<file path="config.mk">
export PLATFORM = sky130hd
export DESIGN_NAME = smac
export DESIGN_NICKNAME = d
export VERILOG_FILES = /design/src/rtl/smac_pkg.sv /design/src/rtl/smac_controller.sv /design/src/rtl/smac.sv
export SDC_FILE = /design/constraint.sdc
export NUM_CORES = 1
export LEC_CHECK = 0
export ABC_CLOCK_PERIOD_IN_PS = 8180
export CAP_MARGIN = 20
export CORE_UTILIZATION = 57
export CTS_BUF_LIST = sky130_fd_sc_hd__clkbuf_8 sky130_fd_sc_hd__clkbuf_16
export CTS_CLUSTER_SIZE = 25
export DETAILED_ROUTE_END_ITERATION = 8
export GPL_TIMING_DRIVEN = 0
export PLACE_DENSITY = 0.85
export SYNTH_ARGS = -nofsm -noshare
export SYNTH_HDL_FRONTEND = slang
export SYNTH_HIERARCHICAL = 1
export SYNTH_SLANG_ARGS = --single-unit
</file>
<file path="constraint.sdc">
create_clock -name clk -period 8.18 [get_ports clk]
set_input_delay 0.818 -clock clk [delete_from_list [all_inputs] [get_ports clk]]
set_output_delay 0.818 -clock clk [all_outputs]
set_load 0.05 [all_outputs]
</file>
<file path="src/rtl/smac_pkg.sv">
// smac shared definitions: widths, iteration count,
// controller state encoding and Booth-pair codes.
package smac_pkg;

   localparam int OP_W  = 4;
   localparam int RES_W = 8;
   localparam int ITER  = 4;
   localparam int CNT_W = 2;

   localparam logic [0:0] S_IDLE = 1'b0;
   localparam logic [0:0] S_BUSY = 1'b1;

   // {b[i], b[i-1]}
   localparam logic [1:0] BOOTH_SUB = 2'b10;
   localparam logic [1:0] BOOTH_ADD = 2'b01;

endpackage

</file>
<file path="src/rtl/smac_controller.sv">
// smac controller: IDLE/BUSY state and iteration count.
// Ports: clk, reset, start in; load, step, ready, count out.
module smac_controller
   import smac_pkg::*;
(
   input  logic             clk,
   input  logic             reset,
   input  logic             start,
   output logic             load,
   output logic             step,
   output logic             ready,
   output logic [CNT_W-1:0] count
);

   logic [0:0] state;

   assign load  = (state == S_IDLE) && start;
   assign step  = (state == S_BUSY);
   assign ready = (state == S_IDLE) && !reset;

   always_ff @(posedge clk or posedge reset) begin
      if (reset) begin
         state <= S_IDLE;
         count <= '0;
      end else if (load) begin
         state <= S_BUSY;
         count <= CNT_W'(ITER - 1);
      end else if (step) begin
         if (count == '0)
            state <= S_IDLE;
         else
            count <= count - 1'b1;
      end
   end

endmodule

</file>
<file path="src/rtl/smac.sv">
// smac: sequential signed a*b+c, radix-2 Booth, 4 steps.
// Ports: clk, reset, start, a, b, c, chk in;
//        product, match, ready out.
module smac
   import smac_pkg::*;
(
   input  logic             clk,
   input  logic             reset,
   input  logic             start,
   input  logic [OP_W-1:0]  a,
   input  logic [OP_W-1:0]  b,
   input  logic [OP_W-1:0]  c,
   input  logic [RES_W-1:0] chk,
   output logic [RES_W-1:0] product,
   output logic             match,
   output logic             ready
);

   logic             load;
   logic             step;
   logic [CNT_W-1:0] count;
   logic [CNT_W-1:0] idx;
   logic [OP_W-1:0]  a_reg;
   logic [OP_W-1:0]  b_reg;
   logic [RES_W-1:0] chk_reg;
   logic [RES_W-1:0] acc;
   logic [RES_W-1:0] acc_nxt;
   logic [RES_W-1:0] a_sh;
   logic [OP_W:0]    b_ext;
   logic [1:0]       pair;

   smac_controller u_ctrl (
      .clk   (clk),
      .reset (reset),
      .start (start),
      .load  (load),
      .step  (step),
      .ready (ready),
      .count (count)
   );

   // count runs 3..0, so the bit index runs 0..3
   assign idx   = CNT_W'(ITER - 1) - count;
   // appended zero is the implicit bit -1
   assign b_ext = {b_reg, 1'b0};
   assign pair  = b_ext[idx +: 2];
   assign a_sh  = {{(RES_W-OP_W){a_reg[OP_W-1]}},
                   a_reg} << idx;

   always_comb begin
      acc_nxt = acc;
      unique case (pair)
         BOOTH_ADD: acc_nxt = acc + a_sh;
         BOOTH_SUB: acc_nxt = acc - a_sh;
         default:   acc_nxt = acc;
      endcase
   end

   always_ff @(posedge clk or posedge reset) begin
      if (reset) begin
         a_reg   <= '0;
         b_reg   <= '0;
         chk_reg <= '0;
         acc     <= '0;
      end else if (load) begin
         a_reg   <= a;
         b_reg   <= b;
         chk_reg <= chk;
         acc     <= {{(RES_W-OP_W){c[OP_W-1]}}, c};
      end else if (step) begin
         acc     <= acc_nxt;
      end
   end

   assign product = acc;
   assign match   = ready && (acc == chk_reg);

endmodule
</file>
# --- Word-level counts from Yosys, hierarchy flattened ---
# Cells that the tools add are included.
totals:
  regBits: 27
  out_inout_bits: 10
  word_cells: 35
op_classes:
  add_sub_neg: 4
  eq_ne: 4
  shifts: 2
  muxes: 9
  bitwise_logic: 1
  reduce_logical: 9
ops:
  columns: ["cell", "n"]
  rows:
  - ["$mux 8", 2]
  - ["$pmux 8 s2", 1]
  - ["$add 8x8->8", 1]
  - ["$eq 8x8->1", 1]
  - ["$shl 8x2->8", 1]
  - ["$sub 8x8->8", 1]
  - ["$mux 2", 3]
  - ["$shiftx 5x3->2", 1]
  - ["$reduce_and 2->1", 2]
  - ["$logic_and 1x1->1", 3]
  - ["$mux 1", 3]
  - ["$reduce_bool 3->1", 1]
  - ["$eq 2x1->1 const B", 1]
  - ["$eq 2x2->1 const B", 1]
  - ["$logic_not 2->1", 1]
  - ["$ne 2x2->1 const B", 1]
  - ["$reduce_bool 2->1", 1]
  - ["$sub 2x1->2 const B", 1]
  - ["$sub 2x2->2 const A", 1]
  - ["$logic_not 1->1", 1]
  - ["$not 1->1", 1]

# --- Longest topological paths before layout ---
# Gate-level depths: netlist of run 1.
depth:
  word_depth: 6
  mapped_depth: 14
  ltp_nobuf: 13

# --- Modules after synthesis ---
# Netlist of run 1, hierarchy kept.
modules_own_cells:
  columns: ["mod", "n_inst", "cells_each", "area_per_inst_um2"]
  rows:
  - ["smac", 1, 179, 1720.4]
  - ["smac_controller", 1, 14, 163.9]

# --- Least setup slack after synthesis of run 1 ---
# No wires, ideal clock.
synth_path:
  kind: "input to output"
  from: "input port reset"
  to: "output port match"
  t_arrival_ns: 3.118
  required_time_ns: 7.362
  path_slack_ns: 4.244
  path_stages: 3
  n_path_buf: 0
  cell_sequence: "nor2_1 -> nand3_1 -> nor4_1"
synth_between:
  elab_chain_len: 3
synth_lines:
  columns: ["item", "line_no", "source"]
  rows:
  - ["start: declaration", "smac.sv:8", "input logic reset,"]
  - ["$logic_not 1->1", "smac_controller.sv:19", "assign ready = (state == S_IDLE) && !reset;"]
  - ["$logic_and 1x1->1", "smac_controller.sv:19", null]
  - ["$logic_and 1x1->1", "smac.sv:76", "assign match = ready && (acc == chk_reg);"]
  - ["end: declaration", "smac.sv:15", "output logic match,"]
# No other way between the ends.

# --- Worst setup path after layout of run 1 ---
layout_path:
  from: "register u_ctrl.count[0]"
  to: "register acc[5], in the netlist product[5]"
layout_between:
  elab_chain_len: 6
  elab_cells_between_ends: 12
  classes_between: "add/sub: 3; eq/ne: 2; shift: 2; mux: 3; reduce/logical: 2"
layout_lines:
  columns: ["item", "line_no", "source"]
  rows:
  - ["start: declaration", "smac_controller.sv:12", "output logic [CNT_W-1:0] count"]
  - ["start signal: assignment", "smac_controller.sv:27", "count <= CNT_W'(ITER - 1);"]
  - ["start signal: assignment", "smac_controller.sv:32", "count <= count - 1'b1;"]
  - ["$sub 2x2->2 (*)", "smac.sv:43", "assign idx = CNT_W'(ITER - 1) - count;"]
  - ["$shl 8x2->8 / $shiftx 5x3->2 (equally long branches)", "smac.sv:47, smac.sv:46", null]
  - ["$sub 8x8->8, or another cell as far along", "smac.sv:54", "BOOTH_SUB: acc_nxt = acc - a_sh;"]
  - ["$pmux 8 s2", "smac.sv:52", "unique case (pair)"]
  - ["$mux 8", "smac.sv:70", "end else if (step) begin"]
  - ["$mux 8", "smac.sv:65", "end else if (load) begin"]
  - ["end signal: assignment", "smac.sv:69", "acc <= {{(RES_W-OP_W){c[OP_W-1]}}, c};"]
  - ["end signal: assignment", "smac.sv:71", "acc <= acc_nxt;"]
  - ["end: declaration", "smac.sv:26", "logic [RES_W-1:0] acc;"]
# Every way passes the cells marked *; elsewhere a longest branch is shown, timed or not. The select of a mux whose other input is x is not followed.
# A chain may end at the register's enable or synchronous reset.

==> results.json, run 1 <==
{
  "arrival_ns": 3.73,
  "drtIter0Drc": 123,
  "grt_usage_pct": 27.3,
  "synth.most_common_cell": "dfrtp_1",
  "synth_cell_types": 42,
  "cts_tree": "yes",
  "viasPerCell": 5.93,
  "grt_pass1_vias": 1624,
  "setup_viol": 0,
  "yosysWarningCount": 6,
  "die_area_um2": 3540,
  "synth_area_leaders": "dfrtp_1, mux2_2, ha_1, xor2_1, o21ai_0",
  "synthFlopType": "dfrtp_1",
  "cap_violations": 0,
  "antenna_found_initial": 0,
  "synth_common_cells": "dfrtp_1, mux2_2, o21ai_0",
  "post-route-cell-area_um2": 2310,
  "gp_congestion": 0.821,
  "cp_top_family": "compound AO/OA/AOI/OAI gates",
  "routedWlPerCell_um": 15.6,
  "seqCellArea_um2": 676,
  "crit_path_max_incr_delay_ns": 0.56,
  "overflow": 0,
  "grt_start_max_net_pins": 25,
  "rsz0062_at_grt": "no",
  "cts_resized": 0,
  "clock_tree.buffer_depth": 2,
  "core.rowCount": 20,
  "end_kind": "flop",
  "yosysTopAreaCellShare_pct": 35.9,
  "path_cells": "buf_6, mux4_2, clkbuf_1, o21ai_1, o311ai_1, o211a_1, a31oi_1, ha_1, o21a_1, o31a_1, o21a_1, or3_1, a31oi_1, a21oi_1",
  "groute.layer.met3.usage_pct": 2.18,
  "fillers": 222,
  "fin_crit_sh_pct": 43.6,
  "first_pass_iters": 4,
  "grtUsageMet2_pct": 48.5,
  "via_count": 1619,
  "coreArea_um2": 3100,
  "syn-num-nets": 225,
  "tns_ns": 0,
  "hpwl_mm": 3.27,
  "io_buffers": 32,
  "finClkSkew_ns": 0.00378,
  "drt-total-wl_mm": 4.27,
  "yosysSeqAreaShare_pct": 35.9,
  "critPathKind": "reg -> reg",
  "finalHoldViolCount": 0,
  "finalMaxSlewViolations": 0,
  "critPathRequiredTime_ns": 8.34,
  "dpl_cell_area_um2": 2260,
  "slowest_stage": "mux4_2",
  "max_freq_mhz": 280,
  "die_w_um": 59.5,
  "nets": 262,
  "path_max_fanout": 10,
  "cts.sinks": 27,
  "synth_cells": 193,
  "multiInputGateArea_um2": 1110,
  "h-tree-depth": 1,
  "syn-cell-area_um2": 1880,
  "async_flop_share_pct": 100,
  "finalCriticalPeriod_ns": 3.57,
  "diodes": 0,
  "hold_buffers": 0,
  "drive_gt1_share_pct": 11.8,
  "syn_avg_cell_area_um2": 9.76,
  "initial_core_util_pct": 60.7,
  "crit_path_start_kind": "flop",
  "status": "completed",
  "postRouteAntennaNets": 0,
  "clockRootBuffer": "clkbuf_8",
  "clk_pin_slew_worst_paths_ns": 0.10,
  "cts_inserted_buffers": 3,
  "grt-busiest-layer": "met2",
  "grt_util_met1_pct": 35.4,
  "slew_headroom_pct": 37.8,
  "syn2layout_area_growth_pct": 22.4,
  "grt_pass1_wl_mm": 7.23,
  "synth_edf_count": 0,
  "post-cts-setup-buffer-count": 0,
  "cp.buffers_inverters": 2,
  "synth_top_cell_by_area": "dfrtp_1",
  "hold_class": "reg -> reg",
  "worstMarginPinSlew_ns": 0.933,
  "drc": 0,
  "die_h_um": 59.5,
  "clk_latency_ns": 0.28,
  "pin_count": 33,
  "synth-seq-cells": 27
}
==> per-layer routing <==
layer / share of wire [%] / wire length, µm / up-vias
met5: 0 / 0 / -
li1: - / - / 753
met2: 52 / 2210 / 57
met1: 42 / 1790 / 798
met4: 1.7 / 73 / 0
met3: 4.4 / 190 / 11
==> kinds of logic after synthesis <==
family,synth area share (%)
AO/OA/AOI/OAI,17.1
XOR/XNOR,8.83
AND/OR/NAND/NOR,12.2
adder cells (fa/ha/maj),6.37
buffers and inverters,5.05
multiplexers,14.5
flip-flops,35.9
==> cell type report <==
class                      count  area share, %
timing repair buffer          32           13.9
multi-input combinational    143           48.3
inverter                      10           1.63
tap                           44           2.39
buffer                        13           2.50
clock inverter                 1          0.217
clock buffer                   3           1.79
sequential                    27           29.3
==> through the flow <==
stage          hold slack [ns]  setup WS, ns  cells  util (%)
2_1_floorplan            0.487          4.24    193         -
3_3_place_gp             0.502          4.73    269      72.8
3_5_place_dp             0.516          4.70    269      72.8
4_1_cts                  0.538          4.67    273      74.3
5_1_grt                  0.557          4.42    273      74.3
6_report                 0.537          4.61    273      74.3
==> cell usage in the layout, fill, tap and decap left out, types with 4 or more instances in the layout <==
cell and count:
clkdlybuf4s50_1 32, dfrtp_1 27, mux2_2 15, o21ai_0 15, nand2_1 12, clkbuf_1 11
xor2_1 11, inv_1 10, a21oi_1 9, xnor2_1 8, ha_1 8, mux2i_1 6
nor2b_1 6, nor2_1 6, nor3_1 5, o21a_1 4, a21o_1 4
==> worst paths after layout <==
| path | startpoint | to | slack (ns) | cells after the start |
|---|---|---|---|---|
| min reg2reg | chk_reg[4] | chk_reg[4] | 0.54 | 1 |
| max reg2reg | u_ctrl/count[0] | product[5] | 4.61 | 14 |
| min | chk_reg[4] | chk_reg[4] | 0.54 | 1 |
| max | u_ctrl/count[0] | product[5] | 4.61 | 14 |
| max in group asynchronous | reset | chk_reg[3] | 6.51 | 2 |
| min in group asynchronous | reset | u_ctrl/count[0] | 0.76 | 2 |
Power of run 1 is left out: the tool's default activity adds up to more than one toggle a clock period on the data nets, which glitch-free logic cannot reach.
==> inputs of run 2 (changes only) <==
ABC_CLOCK_PERIOD_IN_PS = 3200   (was 8180)
CORE_UTILIZATION = 48   (was 57)
PLACE_DENSITY = 0.77   (was 0.85)
clock period = 3.2 ns   (was 8.18 ns; I/O delays follow)
==> run 2 against run 1 <==
The flow now finishes with violations (negative setup slack). Routed wire length fell by 3.3%. Core utilization fell by 7.7 points. Worst setup slack got worse by 4.7 ns. Final cell count rose by 5.1%. Count of clock-buffer cells in the layout did not move. Via count fell by 1.6%. Sequential share of layout area fell by 2.0 points. Register-to-register slack got worse by 4.7 ns. Clock skew fell by 0.0013 ns. Non-clock buffer count rose by 10. Final area rose by 7.4%. Die area rose by 18%. Critical path type unchanged.
==> results.json, run 2 (synthesized netlist as in run 1, its figures left out) <==
{
  "path_cells": "nor2b_1, mux4_2, buf_4, o21bai_1, xor2_1, mux2i_1, o21ai_1, ha_2, or4_4, o22ai_4, xnor2_2, nand3b_1, a31oi_2",
  "finalHoldViolCount": 0,
  "crit_path_max_incr_delay_ns": 0.53,
  "mostFrequentLayoutCells": "clkdlybuf4s50_1, dfrtp_1, mux2_2",
  "hold_buffers": 0,
  "finClkSkew_ns": 0.00252,
  "dp.cells": 273,
  "status": "finished, violations left",
  "cts_inserted_buffers": 3,
  "cts_tree": "yes",
  "cp_top_family": "simple AND/OR/NAND/NOR gates",
  "dpl_worst_slack_ns": -0.217,
  "met1_length_mm": 1.92,
  "diodes": 0,
  "first_pass_iters": 4,
  "setup_viol": 3,
  "hold_slack_ns": 0.261,
  "critPathKind": "reg -> reg",
  "final_cells": 287,
  "end_kind": "flop",
  "nets": 272,
  "route.met3.wl_um": 118,
  "fin_crit_sh_pct": 103,
  "gp_congestion": 0.837,
  "pin_count": 33,
  "met2_length_mm": 2.02,
  "core.rowCount": 22,
  "critPathRequiredTime_ns": 3.40,
  "hold_class": "in -> async",
  "antenna_found_initial": 0,
  "layout_commonest_cell": "clkdlybuf4s50_1",
  "die_h_um": 64.7,
  "slew_headroom_pct": 38.8,
  "die_w_um": 64.7,
  "grt_start_max_net_pins": 25,
  "violations": "negative setup slack",
  "via_count": 1593,
  "clock_tree.buffer_depth": 2,
  "syn2layout_area_growth_pct": 31.4,
  "hpwl_mm": 2.86,
  "maxUsedRoutingLayer": "met4",
  "max_freq_mhz": 304,
  "drt-total-wl_mm": 4.13,
  "routedWlPerCell_um": 14.4,
  "arrival_ns": 3.48,
  "worstMarginPinSlew_ns": 0.917,
  "drc": 0,
  "fin_ws_ns": -0.0869,
  "drive_gt1_share_pct": 20.5,
  "tns_ns": -0.211,
  "clk_pin_slew_worst_paths_ns": 0.09,
  "viasPerCell": 5.55,
  "finalCriticalPeriod_ns": 3.29,
  "postRouteAntennaNets": 0,
  "coreArea_um2": 3720,
  "cp.buffers_inverters": 1,
  "cts.sinks": 27,
  "grt_usage_pct": 21.3,
  "clk_latency_ns": 0.27,
  "cap_violations": 0,
  "slowest_stage": "or4_4",
  "initial_core_util_pct": 50.7,
  "die_area_um2": 4180,
  "io_buffers": 32,
  "grt_pass1_wl_mm": 6.82,
  "path_max_fanout": 4,
  "overflow": 0,
  "grt_pass1_vias": 1501,
  "rsz0062_at_grt": "yes",
  "clockRootBuffer": "clkbuf_8",
  "crit_path_start_kind": "flop",
  "finalMaxSlewViolations": 0,
  "h-tree-depth": 1,
  "drtIter0Drc": 100
}
-- run 2: cell type report --
class	count	area (µm²)
Sequential cell	27	676
Clock buffer	3	41.3
Tap cell	48	60.1
Clock inverter	1	7.51
Inverter	10	37.5
Timing Repair Buffer	43	403
Multi-Input combinational cell	143	1190
Fill cell	314	1240
Buffer	12	65.1
-- run 2: what timing repair did --
item | 4_1_cts | 5_1_grt
pin swaps | 3 | 18
gates resized for setup | 8 | 10
buffers inserted | 8 | 3
endpoints found under the setup margin | 3 | 4
-- run 2: final timing paths --
kind                       slack [ns]        from  cells after the start     endpoint
max                             -0.09    b_reg[1]                     13   product[7]
min                              0.26       reset                      2  u_ctrl/step
max reg2reg                     -0.09    b_reg[1]                     13   product[7]
min reg2reg                      0.54  chk_reg[5]                      1   chk_reg[5]
max in group asynchronous        2.04       reset                      2   product[2]
min in group clk                 0.54  chk_reg[5]                      1   chk_reg[5]
-- run 2: through the flow --
step                      util, %  area, µm²
after floorplan                 -       1880
after global placement       60.9       2260
after detailed placement     60.9       2260
after CTS                    64.6       2400
after global routing         66.6       2480
final                        66.6       2480
-- run 2: worst register-to-register path: cells and delay by family, from the launching register on --
kind                       cells  cell delay, ns
muxes                          2            0.68
adders and majority gates      1            0.20
xor gates and xnor gates       2            0.32
buffers and inverters          1            0.17
and+or+nand+nor                3            0.80
AOI/OAI and AO/OA              4            0.62
DFF                            1            0.42
-- run 2: routing by layer --
metal,vias up,global-route usage [%]
met3,8,2.11
met1,785,29.1
met2,31,35.1
met5,-,0
met4,0,7.50
li1,769,-
Power of run 2 is left out for the same reason.
